File: config.mk
export PLATFORM = sky130hd
export DESIGN_NAME = charge_station
export DESIGN_NICKNAME = d
export VERILOG_FILES = /design/src/rtl/charge_pkg.sv /design/src/rtl/charge_channel.sv /design/src/rtl/charge_station.sv
export SDC_FILE = /design/constraint.sdc
export NUM_CORES = 1
export LEC_CHECK = 0
export CORE_MARGIN = 1
export CORE_UTILIZATION = 55
export CTS_BUF_LIST = sky130_fd_sc_hd__clkbuf_4
export CTS_CLUSTER_DIAMETER = 50
export CTS_CLUSTER_SIZE = 8
export DETAILED_ROUTE_END_ITERATION = 7
export GPL_TIMING_DRIVEN = 0
export PLACE_DENSITY = 0.78
export SYNTH_ARGS = -nofsm -noshare
export SYNTH_HDL_FRONTEND = slang
export SYNTH_SLANG_ARGS = --single-unit
export TNS_END_PERCENT = 5
File: constraint.sdc
create_clock -name CLK -period 2.55 [get_ports CLK]
set_input_delay 0.51 -clock CLK [delete_from_list [all_inputs] [get_ports CLK]]
set_output_delay 0.51 -clock CLK [all_outputs]
set_load 0.1 [all_outputs]
File: src/rtl/charge_pkg.sv
// Shared definitions for the charge_station keypad front end and channels:
// key-code constants, front-end FSM state encoding, and the saturating
// decimal accumulate used for payment entry.
package charge_pkg;

  localparam logic [4:0] KEY_ZERO_ALT = 5'd10;
  localparam logic [4:0] KEY_START    = 5'd11;
  localparam logic [4:0] KEY_CLEAR    = 5'd12;
  localparam logic [4:0] KEY_ENTER    = 5'd13;

  typedef logic [1:0] state_t;

  localparam state_t ST_IDLE  = 2'd0;
  localparam state_t ST_ENTRY = 2'd1;
  localparam state_t ST_LOAD  = 2'd2;

  // Appends one decimal digit at full width, then clamps to the limit.
  function automatic int unsigned sat_accum(input int unsigned cur,
                                            input int unsigned digit,
                                            input int unsigned limit);
    int unsigned nxt;
    nxt = cur * 10 + digit;
    return (nxt > limit) ? limit : nxt;
  endfunction

endpackage

File: src/rtl/charge_channel.sv
// One charging channel: remaining-time countdown with load, abort and a
// shared tick. busy is high while time remains; done pulses for one cycle on
// the 1->0 step. Load has priority over abort, abort over the tick.
import charge_pkg::*;

module charge_channel #(
  parameter int unsigned TW = 8
) (
  input  logic          clk,
  input  logic          rst,
  input  logic          load,
  input  logic [TW-1:0] load_val,
  input  logic          abort,
  input  logic          tick,
  output logic [TW-1:0] remaining,
  output logic          busy,
  output logic          done
);

  // Countdown register with load/abort/tick priority.
  always_ff @(posedge clk) begin
    if (rst) begin
      remaining <= '0;
      busy      <= 1'b0;
      done      <= 1'b0;
    end else begin
      done <= 1'b0;
      if (load) begin
        remaining <= load_val;
        busy      <= (load_val != '0);
      end else if (abort) begin
        remaining <= '0;
        busy      <= 1'b0;
      end else if (tick && busy) begin
        remaining <= remaining - 1'b1;
        if (remaining == TW'(1)) begin
          busy <= 1'b0;
          done <= 1'b1;
        end
      end
    end
  end

endmodule

File: src/rtl/charge_station.sv
// Multi-channel charge station: keypad press detect, payment-entry FSM,
// shared tick divider, N_CH countdown channels and the restime display mux.
// Optional: define CHARGE_STATION_ENTRY_TIMEOUT_EN to abandon an entry after
// TIMEOUT idle cycles (returns to IDLE, money cleared, key_err pulsed).
import charge_pkg::*;

module charge_station #(
  parameter  int unsigned N_CH      = 4,
  parameter  int unsigned MAX_MONEY = 20,
  parameter  int unsigned RATE      = 2,
  parameter  int unsigned MW        = 8,
  parameter  int unsigned TW        = 8,
  parameter  int unsigned TICK_DIV  = 4,
  parameter  int unsigned TIMEOUT   = 64,
  localparam int unsigned CW        = (N_CH > 1) ? $clog2(N_CH) : 1
) (
  input  logic            CLK,
  input  logic            RST,
  input  logic            key_set,
  input  logic [4:0]      key_code,
  input  logic [CW-1:0]   ch_sel,
  input  logic [CW-1:0]   disp_ch,
  output logic [MW-1:0]   money,
  output logic [TW-1:0]   restime,
  output logic [N_CH-1:0] busy,
  output logic [N_CH-1:0] done,
  output logic            key_err
);

  if (64'(MAX_MONEY) * 64'(RATE) >= (64'd1 << TW)) begin : g_chk_tw
    $error("charge_station: MAX_MONEY*RATE does not fit in TW bits");
  end
  if (TICK_DIV < 1 || TIMEOUT < 1 || N_CH < 1 || N_CH > 8) begin : g_chk_par
    $error("charge_station: TICK_DIV, TIMEOUT must be >= 1 and N_CH in 1..8");
  end

  state_t          state;
  logic            key_prev;
  logic            press;
  logic [3:0]      digit_val;
  logic            is_digit;
  logic [CW-1:0]   lat_ch;
  logic [31:0]     tick_cnt;
  logic            tick;
  logic [N_CH-1:0] load_vec;
  logic [N_CH-1:0] abort_vec;
  logic [TW-1:0]   load_val;
  logic [TW-1:0]   rem [N_CH];
`ifdef CHARGE_STATION_ENTRY_TIMEOUT_EN
  logic [31:0]     idle_cnt;
`endif

  assign press     = key_set & ~key_prev;
  assign is_digit  = (key_code <= KEY_ZERO_ALT);
  assign digit_val = (key_code == KEY_ZERO_ALT) ? 4'd0 : key_code[3:0];
  assign tick      = (tick_cnt == TICK_DIV - 1);
  assign load_val  = TW'(32'(money) * RATE);

  // Free-running tick divider shared by all channels.
  always_ff @(posedge CLK) begin
    if (RST || tick) tick_cnt <= '0;
    else             tick_cnt <= tick_cnt + 1'b1;
  end

  // Per-channel load (LOAD state) and abort (CLEAR in IDLE) strobes.
  always_comb begin
    load_vec  = '0;
    abort_vec = '0;
    for (int unsigned i = 0; i < N_CH; i++) begin
      load_vec[i]  = (state == ST_LOAD) && (lat_ch == CW'(i));
      abort_vec[i] = (state == ST_IDLE) && press && (key_code == KEY_CLEAR)
                     && (ch_sel == CW'(i));
    end
  end

  // Front-end FSM: press detection, channel latch and payment entry.
  always_ff @(posedge CLK) begin
    if (RST) begin
      state    <= ST_IDLE;
      money    <= '0;
      lat_ch   <= '0;
      key_prev <= 1'b0;
      key_err  <= 1'b0;
`ifdef CHARGE_STATION_ENTRY_TIMEOUT_EN
      idle_cnt <= '0;
`endif
    end else begin
      key_prev <= key_set;
      key_err  <= 1'b0;
`ifdef CHARGE_STATION_ENTRY_TIMEOUT_EN
      idle_cnt <= (state == ST_ENTRY && !press) ? idle_cnt + 1'b1 : '0;
`endif
      case (state)
        ST_IDLE: begin
          if (press && key_code == KEY_START) begin
            if (busy[ch_sel]) begin
              key_err <= 1'b1;
            end else begin
              lat_ch <= ch_sel;
              money  <= '0;
              state  <= ST_ENTRY;
            end
          end
        end
        ST_ENTRY: begin
          if (press) begin
            if (is_digit) begin
              money <= MW'(sat_accum(32'(money), 32'(digit_val), MAX_MONEY));
            end else if (key_code == KEY_START) begin
              if (busy[ch_sel]) begin
                key_err <= 1'b1;
              end else begin
                lat_ch <= ch_sel;
                money  <= '0;
              end
            end else if (key_code == KEY_ENTER) begin
              state <= (money != '0) ? ST_LOAD : ST_IDLE;
            end else if (key_code == KEY_CLEAR) begin
              money <= '0;
              state <= ST_IDLE;
            end
          end
`ifdef CHARGE_STATION_ENTRY_TIMEOUT_EN
          else if (idle_cnt >= TIMEOUT - 1) begin
            money   <= '0;
            key_err <= 1'b1;
            state   <= ST_IDLE;
          end
`endif
        end
        ST_LOAD: begin
          money <= '0;
          state <= ST_IDLE;
        end
        default: state <= ST_IDLE;
      endcase
    end
  end

  // Display mux, registered from the channel array.
  always_ff @(posedge CLK) begin
    if (RST) restime <= '0;
    else     restime <= rem[disp_ch];
  end

  for (genvar g = 0; g < N_CH; g++) begin : g_ch
    charge_channel #(.TW(TW)) u_ch (
      .clk      (CLK),
      .rst      (RST),
      .load     (load_vec[g]),
      .load_val (load_val),
      .abort    (abort_vec[g]),
      .tick     (tick),
      .remaining(rem[g]),
      .busy     (busy[g]),
      .done     (done[g])
    );
  end

endmodule

# After elaboration in Yosys (flattened, before gate mapping)
# Index checks and enable logic that the tools add are counted.
dict set report word_totals {
  reg_bits 94
  latchBits 0
  ramBits 0
  romBits 0
  input_bits 12
  wordCells 181
  memories 0
}
dict set report op_classes {
  n_addsub 6
  n_mul 1
  n_div 0
  magnitude_cmp 4
  n_eq_ne 26
  n_shift 0
  n_mux 68
  bitwise 7
  n_reduce_logical 46
}
# op n
set ops {}
lappend ops {{8-bit two-way mux} 22}
lappend ops {{32-bit by 1-bit adder with 32-bit output (second input constant)} 1}
lappend ops {{32-bit by 2-bit == test with 1-bit output (second input constant)} 1}
lappend ops {{8-bit by 1-bit == test with 1-bit output (second input constant)} 4}
lappend ops {{8-bit by 1-bit subtractor with 8-bit output (second input constant)} 4}
lappend ops {{3-bit nonzero test} 9}
lappend ops {{1-bit two-way mux} 26}
lappend ops {{2-bit two-way mux} 13}
lappend ops {{8-bit case mux with 3 select lines} 1}
lappend ops {{5-bit by 4-bit == test with 1-bit output (second input constant)} 4}
lappend ops {{8-bit binary-select mux with 2-bit select} 1}
lappend ops {{8-bit nonzero test} 2}
lappend ops {{4-bit OR reduction} 4}
lappend ops {{1-bit logical AND} 15}
lappend ops {{12-bit by 4-bit adder with 13-bit output} 1}
lappend ops {{13-bit by 5-bit > comparator with 1-bit output (second input constant)} 1}
lappend ops {{3-bit OR reduction} 4}
lappend ops {{8-bit by 3-bit multiplier with 11-bit output (second input constant)} 1}
lappend ops {{2-bit == test (second input constant)} 5}
lappend ops {{2-bit != test (second input constant)} 5}
lappend ops {{5-bit AND reduction} 2}
lappend ops {{4-bit != test (second input constant)} 2}
lappend ops {{2-bit case mux with 2 select lines} 2}
lappend ops {{2-bit AND reduction} 4}
lappend ops {{16 further kinds} 24}

# Longest topological paths before layout
dict set report depth {
  ltp_word 8
  depth_mapped 11
}

# By module
# A second synthesis with hierarchy kept.
dict set report unflattened {
  hier_cells 666
  hier_area_um2 5885.6
}
# mod instances cells_per_inst area_per_inst_um2 seq_area_each_um2
set modules_own_cells {}
lappend modules_own_cells {charge_station 1 350 3208.1 1081.0}
lappend modules_own_cells {charge_channel 4 79 669.4 200.2}

# Worst setup path after synthesis
# No wires, ideal clock.
dict set report synth_path {
  kind {reg2reg}
  start {register money[3]}
  end {register money[0]}
  setup_time_ns 0.074
  arrival_ns 3.107
  required_ns 2.476
  path_slack_ns -0.631
  path_stages_with_launch 9
  n_path_buf 0
  cell_sequence {dfxtp_1 -> ha_1 -> ha_1 -> or2_2 -> a21o_1 -> a2111o_1 -> a31oi_1 -> o2111ai_1 -> o21ai_0}
}
dict set report synth_via {
  elab_chain_cells 7
}
# element line
set synth_rtl {}
lappend synth_rtl {{start: declaration} charge_station.sv:23} ;# output logic [MW-1:0] money,
lappend synth_rtl {{start signal: assignment} charge_station.sv:108} ;# money <= MW'(sat_accum(32'(money), 32'(digit_val), MAX_MONEY));
lappend synth_rtl {{8-bit by 3-bit multiplier with 11-bit output} charge_pkg.sv:22} ;# nxt = cur * 10 + digit;
lappend synth_rtl {{12-bit by 4-bit adder with 13-bit output} charge_pkg.sv:22}
lappend synth_rtl {{13-bit by 5-bit > comparator with 1-bit output} charge_pkg.sv:23} ;# return (nxt > limit) ? limit : nxt;
lappend synth_rtl {{8-bit two-way mux} charge_pkg.sv:23}
lappend synth_rtl {{8-bit two-way mux} charge_station.sv:107} ;# if (is_digit) begin
lappend synth_rtl {{8-bit two-way mux} charge_station.sv:106} ;# if (press) begin
lappend synth_rtl {{8-bit case mux with 3 select lines} charge_station.sv:93} ;# case (state)
# Every way passes these cells. The select of a mux whose other input is x is not followed.
# A chain may end at the register's enable or synchronous reset.

# Worst setup path in the final report
# Ends and elaborated chain as after synthesis.

==> impl_metrics.yaml <==
logic_synthesis:
  synth-edff-count: 0
  synthFlopType: "dfxtp_1"
  synth-async-reset-ratio_pct: 0
  netlist_area_um2: 5590
  synth_nets: 715
  ys.warnings.count: 0
  seq_area_frac_synth_pct: 33.6
  ys_seq_elements: 94
  post_synth_num_cell_types: 65
  postSynthCellCount: 673
  syn-mean-instance-area_um2: 8.31
power_and_ir_drop:
  share_of_power_burned_in_registers_pct: 61.7
  power_report.internal_total_mw: 1.74
  static-leakage-power_nw: 2.46
  power_share_of_the_combinational_group_pct: 8.1
  p_clk_share_pct: 30.3
  power_switching_uw: 663
  p_sw_share_pct: 27.5
  ir_worst_vdd_mv: 0.276
  cellPowerDensity_nw_per_um2: 379
sta:
  post_route_fraction_of_the_period_consumed_by_the_critical_path_pct: 106
  finalCriticalPeriod_ns: 2.69
  final-hold-violation-count: 0
  maxClockFrequency_mhz: 371
  relSlewSlack_pct: 34.7
  worst-slew-pin-transition_ns: 0.977
  grt_setup_unrepaired: "true"
  finalWorstSetupSlack_ns: -0.144
  setup_viol_count_final: 3
  report.final.slew_viol_count: 0
  timing.clock.skew_ns: 0.0219
floorplan:
  top_level_ports: 37
  fp.dieW_um: 103
  dieHeight_um: 103
  initial_utilization_pct: 57.0
  core_area_um2: 9820
  num_rows: 36
  area_of_the_die_um2: 10600
place:
  detailedPlacementHpwl_um: 11000
  numPortBuffers: 32
  place_congestion: 0.951
  preCtsSetupSlack_ns: -0.822
global_route:
  global_route_wire_length_before_repair_um: 23700
  grt_antenna_before_repair: 0
  globalRouteTotalUtil_pct: 29.2
  pin_count_of_the_biggest_net_entering_global_routing: 17
  grt_overflow: 0
  first_global_vias: 4826
drt:
  drc_errors: 0
  drt-pass1-iter-count: 5
  drt_wl_total_um: 15200
  routed_via_density: 6.09
  post_drt_wl_per_cell_um: 17.6
  vias: 5252
  drt_first_iter_violations: 307
  ant_nets: 0
finish:
  area_growth_pct: 13.5
  share_of_post_route_cells_with_drive_strength_above_1_pct: 13.6
  fin_util_pct: 64.6
  diodes: 0
  number_of_nets_in_the_final_layout: 766
  n_fill_cell: 888
worst_hold_path:
  holdPathEnd: "money[0]"
  hold-path-cell-count: 3
  min_from: "key_code[0]"
  min-delay-path-class: "input port to flip-flop"
clock_network:
  clock_tree_from_tritoncts: "done"
  cts_inserted_buffers: 9
  clkTransAtPathRegs_ns: 0.14
  ctsRootBufferMaster: "clkbuf_4"
  cts_hold_buf: 0
  clock_path_buffers: 2
  clk-insertion-delay-late_ns: 0.44
  htreeDepth: 3
  clock_sinks: 94
setup_path:
  worst_r2r_endpoint: "money[0]"
  worstSetupStartpointType: "flip-flop"
  critPathCaptureType: "flip-flop"
  timing.critical_path.required_ns: 2.90
  timing.reg2reg.worst_path_depth: 11
  worstReg2RegStart: "money[3]"
  timing.reg2reg.setup_slack_ns: -0.14
  timing.setup.critical_path_class: "flip-flop to flip-flop"
  worst-path-max-fanout: 5
  worst_ep_arrival_time_ns: 3.05
status:
  failed_checks: "setup timing"
  run_status: "finished with violations"
run:
  timing.max_cap.violations: 0
[final cells by class]
class | instances | area (um2) | share of cell area, %
well taps | 133 | 166 | 2.62
repair buffers | 40 | 352 | 5.54
flip-flops and latches | 94 | 1910 | 30.0
inverters | 35 | 131 | 2.07
clock buffers | 9 | 67.6 | 1.06
multi-input cells | 505 | 3450 | 54.4
clock inverters | 7 | 47.5 | 0.749
plain buffers | 39 | 223 | 3.51
[through the flow]
step                hold WS, ns  power (mW)  TNS, ns  std cells  instance area (um2)
CTS                       0.422        2.40   -0.170        855                 6250
global placement          0.446        1.70    -6.82        838                 6110
detailed placement        0.470        1.71    -7.46        838                 6110
floorplan                 0.430        1.64   -0.116        673                 5620
global route              0.438        2.49    -1.59        862                 6350
finish                    0.435        2.41   -0.401        862                 6350
[worst max-delay path: stages (launching register included)]
cell	delay [ns]
dfxtp_4	0.40
ha_4	0.28
ha_4	0.12
inv_2	0.04
fa_2	0.42
xor2_2	0.20
buf_4	0.16
a2111oi_4	0.27
nand3_1	0.15
a31oi_1	0.23
o2111ai_2	0.18
o21ai_0	0.18
[synth_stat cells, types with 3 or more instances]
cell type  instances  area (um2)
dfxtp_1           94        1880
nor2_1            79         297
nand2_1           48         180
a21oi_1           43         215
nor3_1            41         205
inv_1             35         131
ha_1              28         350
xnor2_1           27         236
clkbuf_1          22        82.6
xor2_1            20         175
nand3_1           16        80.1
a31oi_1           15        93.8
nand4_1           14        87.6
nor2b_1           14        87.6
a21o_1            13        97.6
nor4_1            13        81.3
o21ai_0           13        65.1
and2_1            10        62.6
buf_4              9        67.6
mux4_2             9         203
or3_1              9        56.3
a211oi_1           8        60.1
a41oi_1            7        61.3
and3_1             6        37.5
nand2b_1           6        37.5
o211ai_1           5        37.5
buf_2              4        20.0
buf_6              4        45.0
a211o_1            3        26.3
a22oi_1            3        22.5
a31o_2             3        26.3
mux2i_1            3        30.0
nand4b_1           3        26.3
nor3_2             3        30.0
nor3b_1            3        22.5
o31ai_1            3        22.5
or2_2              3        18.8
[worst max-delay path by stage]
stage / from / to
2_1_floorplan: money[3] / money[0]
3_3_place_gp: key_code[4] / money[1]
3_5_place_dp: key_code[4] / money[0]
4_1_cts: money[3] / money[1]
5_1_grt: money[3] / money[1]
6_report: money[3] / money[0]
[power groups by stage]
stage                     clock, mW  combinational [mW]  sequential [mW]
after global routing          0.794               0.211             1.49
after floorplan                   0               0.128             1.51
after detailed placement          0               0.190             1.52
after CTS                     0.731               0.190             1.48
after global placement            0               0.186             1.51
final                         0.729               0.194             1.48
[registers in the layout, summed over array words and instances, names as in the netlist]
signal               cells
key_err                  1
lat_ch                   2
key_prev                 1
g_ch.u_ch.remaining     32
restime                  8
state                    2
g_ch.u_ch.done           4
money                    8
g_ch.u_ch.busy           4
tick_cnt                32
[kinds of logic (layout without fill, tap and decap cells)]
group           count (synthesis)  in the layout  synth area share (%)
fa+ha+maj                      30             30                  6.98
xor+xnor                       47             47                  7.36
simple gates                  280            280                  25.4
mux                            12             12                  4.16
buf+inv                        74            130                  6.20
flops                          94             94                  33.6
compound gates                136            136                  16.3
[timing repair]
item	CTS	global route
pin swaps	1	12
gates resized for setup	21	21
setup endpoints to repair	15	65
buffers inserted	1	7
[layer usage]
| metal | wire length (um) | global-route usage (%) |
|---|---|---|
| met5 | 0 | 0 |
| met4 | 298 | 8.45 |
| met3 | 924 | 4.61 |
| met2 | 7360 | 50.3 |
| met1 | 6600 | 38.0 |
[cells in the final DEF (no fill, tap or decap), types with 4 or more instances in the layout]
cell	n
dfxtp_1	86
nor2_1	78
nand2_1	48
a21oi_1	42
nor3_1	41
inv_1	34
xnor2_1	27
buf_4	25
ha_1	25
xor2_1	19
clkbuf_1	18
clkdlybuf4s50_1	17
nand3_1	16
nand4_1	14
nor2b_1	14
a31oi_1	14
nor4_1	13
a21o_1	13
o21ai_0	11
clkbuf_4	10
and2_1	10
or3_1	9
mux4_2	9
a211oi_1	8
a41oi_1	7
and3_1	6
dfxtp_4	6
nand2b_1	5
o211ai_1	5
dlygate4sd2_1	5
buf_2	4
clkbuf_2	4
buf_6	4
No activity file was read; power rests on OpenSTA's default activity.
